`src/rtl/regfile_sb.sv`:
```
// Parametrised 2-read/1-write register file with same-cycle write bypass,
// link-register writes and a per-register busy scoreboard for RAW stalls.
module regfile_sb #(
    parameter int DATA_W      = 32,
    parameter int ADDR_W      = 5,
    parameter int INIT_STRIDE = 4,
    parameter int LINK_REG    = 31,
    parameter bit ZERO_REG_EN = 1'b1
) (
    input  logic              clkin,
    input  logic              reset,
    input  logic [ADDR_W-1:0] RsAddr,
    input  logic [ADDR_W-1:0] RtAddr,
    output logic [DATA_W-1:0] RsData,
    output logic [DATA_W-1:0] RtData,
    input  logic              regWriteEn,
    input  logic              linkEn,
    input  logic [ADDR_W-1:0] regWriteAddr,
    input  logic [DATA_W-1:0] regWriteData,
    input  logic              issueValid,
    input  logic [ADDR_W-1:0] issueAddr,
    input  logic              wbClear,
    output logic              RsBusy,
    output logic              RtBusy,
    output logic              stall,
    output logic [ADDR_W:0]   busyCount
);

    localparam int                NUM_REGS  = 2**ADDR_W;
    localparam logic [ADDR_W-1:0] LINK_ADDR = ADDR_W'(LINK_REG);
    localparam logic [ADDR_W:0]   CNT_ONE   = {{ADDR_W{1'b0}}, 1'b1};

    logic [DATA_W-1:0]   regs [NUM_REGS];
    logic [NUM_REGS-1:0] busy;
    logic [ADDR_W:0]     busy_cnt;
    logic [ADDR_W-1:0]   waddr;
    logic                wr_en;
    logic                clr_en;
    logic                set_en;
    logic                cnt_inc;
    logic                cnt_dec;

    function automatic logic [DATA_W-1:0] init_val(input int idx);
        return DATA_W'(idx * INIT_STRIDE);
    endfunction

    function automatic logic is_zero(input logic [ADDR_W-1:0] a);
        return ZERO_REG_EN && (a == '0);
    endfunction

    // Zero-register check comes first so the bypass can never leak into reg 0.
    function automatic logic [DATA_W-1:0] read_port(
        input logic [ADDR_W-1:0] a,
        input logic [DATA_W-1:0] stored,
        input logic              byp_en,
        input logic [ADDR_W-1:0] byp_addr,
        input logic [DATA_W-1:0] byp_data
    );
        if (is_zero(a))
            return '0;
        else if (byp_en && (byp_addr == a))
            return byp_data;
        else
            return stored;
    endfunction

    always_comb begin
        waddr   = linkEn ? LINK_ADDR : regWriteAddr;
        wr_en   = regWriteEn && !is_zero(waddr);
        clr_en  = wr_en && wbClear;
        set_en  = issueValid && !is_zero(issueAddr);
        // A set on an idle register counts up; a clear only counts down when
        // it really drops a busy bit and is not overridden by a same-address set.
        cnt_inc = set_en && !busy[issueAddr];
        cnt_dec = clr_en && busy[waddr] && !(set_en && (issueAddr == waddr));
    end

    always_comb begin
        RsData = read_port(RsAddr, regs[RsAddr], regWriteEn, waddr, regWriteData);
        RtData = read_port(RtAddr, regs[RtAddr], regWriteEn, waddr, regWriteData);
    end

    always_ff @(posedge clkin or negedge reset) begin
        if (!reset) begin
            for (int i = 0; i < NUM_REGS; i++)
                regs[i] <= init_val(i);
        end else if (wr_en) begin
            regs[waddr] <= regWriteData;
        end
    end

    // Set is applied after clear so a new producer wins on a shared address.
    always_ff @(posedge clkin or negedge reset) begin
        if (!reset) begin
            busy     <= '0;
            busy_cnt <= '0;
        end else begin
            if (clr_en)
                busy[waddr] <= 1'b0;
            if (set_en)
                busy[issueAddr] <= 1'b1;
            case ({cnt_inc, cnt_dec})
                2'b10:   busy_cnt <= busy_cnt + CNT_ONE;
                2'b01:   busy_cnt <= busy_cnt - CNT_ONE;
                default: busy_cnt <= busy_cnt;
            endcase
        end
    end

    assign RsBusy    = busy[RsAddr];
    assign RtBusy    = busy[RtAddr];
    assign stall     = RsBusy | RtBusy;
    assign busyCount = busy_cnt;

endmodule
```
`config.mk`:
```
export PLATFORM = sky130hd
export DESIGN_NAME = regfile_sb
export DESIGN_NICKNAME = d
export VERILOG_FILES = /design/src/rtl/regfile_sb.sv
export SDC_FILE = /design/constraint.sdc
export NUM_CORES = 2
export LEC_CHECK = 0
export BUFFER_PORTS_ARGS = -buffer_cell sky130_fd_sc_hd__clkbuf_2
export CORE_MARGIN = 2
export CORE_UTILIZATION = 35
export CTS_CLUSTER_DIAMETER = 200
export DETAILED_ROUTE_END_ITERATION = 7
export PLACE_DENSITY = 0.48
export SLEW_MARGIN = 15
export SYNTH_ARGS = -nofsm -noshare
export SYNTH_HDL_FRONTEND = slang
export SYNTH_SLANG_ARGS = --single-unit
```
`constraint.sdc`:
```
create_clock -name clkin -period 4.28 [get_ports clkin]
set_clock_uncertainty 0.1 [all_clocks]
set_input_delay 0.428 -clock clkin [delete_from_list [all_inputs] [get_ports clkin]]
set_output_delay 0.428 -clock clkin [all_outputs]
set_load 0.005 [all_outputs]
```
==> implementation parameters <==
Parameter                              Value

Timing
  Transition time of the tightest slew-check pin    1.12 ns
  Slew headroom    24.8%
  Setup ws final    0.484 ns
  Setup TNS Final    0 ns
  Final setup fails    0
  Maximum clock frequency    263 MHz
  Time the final worst path needs with I/O delays and setup    3.80 ns
  Share of the clock period used by the worst path    88.7%
  Setup repair after global routing missed its margin    no
  Slew Limit Fails    0
  Final Hold Vio Count    0

Setup path
  Master of the slowest instance on the critical path    nor2b_2
  Cell type group with the largest total delay on the critical path    simple AND/OR/NAND/NOR gates
  Worst-path cell chain    buf_6 > nor2b_2 > buf_4 > a22oi_1 > a22oi_1 > o211ai_1 > nor3_1 > nor2_1 > clkbuf_2
  Critical path's most frequent cell    a22oi_1
  Kind of start point of the critical path    input pin
  Data arrival time of the worst path    3.27 ns
  Delay of the slowest critical-path stage    1.00 ns
  CP Buf/Inv Count    3
  Kind of critical path    in2out
  Required time at the endpoint of the critical path    3.75 ns
  Critical path endpoint category    primary output
  CP max FO    27

Clocking
  Clock buffers created by TritonCTS    121
  Number of H-tree levels    3
  Clock transition at the register clock pins on the worst setup and hold paths after CTS    0.06 ns
  Root buffer cell    clkbuf_16
  Resize count post-CTS    0
  Insertion delay to the later sink of the worst-skew pair    0.78 ns
  Clock sink total    1062
  CTS tree    done
  Clock tree buffer depth    3

Floorplan
  Die height    411 um
  Die X-Extent    411 um
  Floorplan Core Area    165000 um^2
  # rows    149
  Area of the die    169000 um^2
  Boundary pin count    131
  Starting density of the core    35.2%

Cells and area
  Share of layout cells above drive strength 1    49.7%
  Nets    4335
  Final non-filler cell area    66500 um^2
  Synthesis-to-layout area growth    14.8%
  Number of standard cells in the final layout excluding fillers    6572

Detailed routing
  Vias per cell    6.11
  Detailed-route wire length per cell    35.0 um
  Count of antenna-violating nets left after detailed routing    0
  Wire length reported by the detailed router    230000 um
  Initial DRC count    3744
  Via count    40100
  Residual DRC    0
  TritonRoute pass-1 iters    5

GRT
  Pin count of the biggest net entering global routing    121
  Layer with the highest usage    met2
  Global route total overflow    0
  Number of global-route vias before repair    40500
  Antenna violations before repair    15
  Met3 track utilization from global routing    4.54%
  GRT Resource Usage Total    27.1%
  First-pass GRT wire length    325000 um
  Grt met2 use    43.4%
  Met1 global-route usage    36.9%

Synthesis
  Average instance area after synthesis    13.8 um^2
  Largest area contributor in the netlist    dfrtp_1
  Nets in the synthesized netlist    4258
  Number of synthesized flops with an enable pin    0
  Synthesized-area fraction occupied by adder cells    0.143%
  Cells taking the most area after synthesis    dfrtp_1 42%, mux2_2 19%, mux4_2 17%
  Async set or reset register ratio after synthesis    100%
  Compound-cell area share of the yosys netlist    5.80%
  Synthesized flop and latch total    1062
  Sequential-to-total area share from yosys stat    46.0%
  Instance count of the mapped netlist    4194
  Synth warnings    0
  Mapped cell area    57900 um^2
  Share of synthesized cell area in and, or, nand and nor gates    3.91%
  Portion of synthesized cell area occupied by the leading cell type    42.4%
  Number of distinct library cell variants in the gate-level netlist after synthesis    69
  Dominant combinational cell family by area after synthesis    multiplexers
  Most used flip-flop cell after synthesis    dfrtp_1
  Portion of netlist area occupied by mux cells    40.3%
  Fraction of synthesized cell area in xor and xnor cells    0.151%

Pwr
  P_leak    29.6 nW
  Cell Pwr Density    430 nW/um^2
  Max IR drop VDD    0.360 mV

Placement
  DP Area    62400 um^2
  Half-perimeter wire length after detailed placement    147000 um
  Placed instance count    6333
  Minimum setup slack after placement    0.276 ns
  Count of input and output buffers    130
  Final Wtd Congestion    0.877

Outcome
  Result of the run    finished, final reports clean

Worst hold path
  Hold/Removal Path Class    in2reg

Flow run
  Max Cap Violations    0
==> through the flow <==
step	hold slack (ns)	power (mW)	util [%]
2_1_floorplan	0.0324	15.8	-
3_3_place_gp	0.277	17.7	37.9
3_5_place_dp	0.283	17.8	37.9
4_1_cts	0.0418	28.8	40.4
5_1_grt	0.101	29.7	40.4
6_report	0.0799	28.6	40.4
==> synthesized netlist by cell type, types with 21 or more instances <==
master,n
clkbuf_1,242
nor3_1,45
dfrtp_1,982
a21oi_1,35
a31oi_1,30
mux2i_1,219
o21ai_0,119
mux2_2,1002
buf_1,57
nand4_1,21
a221oi_1,25
nor2_1,80
nand3_1,58
a22oi_1,143
o22ai_1,63
mux4_2,438
nand2_1,196
dfstp_2,80
buf_4,38
buf_2,107
==> state kept, by name, indices dropped and copies added, names as in the netlist <==
register / count
regs: 1024
busyCount: 6
busy: 32
==> power breakdown <==
part | total, mW | switching [mW] | internal [mW] | leakage [nW]
clock | 10.9 | 4.58 | 6.31 | 1.99
combinational | 5.16 | 2.47 | 2.69 | 13.9
sequential | 12.5 | 1.06 | 11.5 | 13.8
==> cells by family after synthesis <==
logic type	after synthesis
flip-flops	1062
AO/OA/AOI/OAI	495
AND/OR/NAND/NOR	486
multiplexers	1659
buffers and inverters	476
XOR/XNOR	10
adder cells (fa/ha/maj)	6
==> placed cells by master, fill, tap and decap left out, types with 10 or more instances in the layout <==
cell	n
dfrtp_1	982
buf_4	222
dfstp_2	80
a22o_1	10
nor4_1	12
nand2_4	23
nand2_1	169
mux4_2	438
a31oi_1	30
nand2b_1	11
nor2b_1	11
inv_1	18
nand4_1	21
o22ai_1	63
o21ai_0	119
a21oi_1	35
a221oi_1	25
nand3_1	58
a32o_1	12
mux2i_1	219
nor3_1	42
mux2_2	1002
and2_1	10
nor2_1	66
clkbuf_2	122
clkinv_2	12
clkbuf_8	29
clkbuf_16	122
clkbuf_1	48
nor2_2	13
a22oi_1	143
buf_12	54
==> layout make-up <==
type                    instances  area [um^2]
diodes                          5         12.5
clock buffers                 198         3620
clock inverters                32          487
fillers                     15400        98100
inverters                      21         78.8
multi-input cells            2656        29400
flip-flops and latches       1062        26700
well taps                    2189         2740
repair buffers                409         3490
==> worst min-delay path: stages <==
cell,delay [ns]
clkbuf_2,0.27
nand3_1,0.18
nand2_1,0.05
==> path summary, 6_finish.rpt <==
check                                       start                       end  slack (ns)  cells past startpoint
max in group asynchronous                   reset     regs[373]$_DFFE_PN0P_        2.73                      4
min                                  issueAddr[1]         busy[3]$_DFF_PN0_        0.08                      3
min reg2reg                regs[1001]$_DFFE_PN0P_    regs[1001]$_DFFE_PN0P_        0.29                      0
max reg2reg                    busy[12]$_DFF_PN0_  busyCount[5]$_DFFE_PN0P_        0.60                     13
max                                     RtAddr[2]                RtData[20]        0.48                      9
min in group asynchronous                   reset     regs[457]$_DFFE_PN0P_        0.11                      2
==> metal layers <==
metal	wire, um	up-vias
met4	9640	10
met5	69	-
met2	108000	1431
li1	-	16300
met3	13300	394
met1	98300	22000
==> repair_timing <==
action / in CTS / in global routing
setup endpoints to repair: 0 / 0
buffers inserted: 0 / 0
hold buffers: 4 / 0
hold endpoints to repair: 79 / 0
Note: power is estimated with default switching activity, not from simulation.
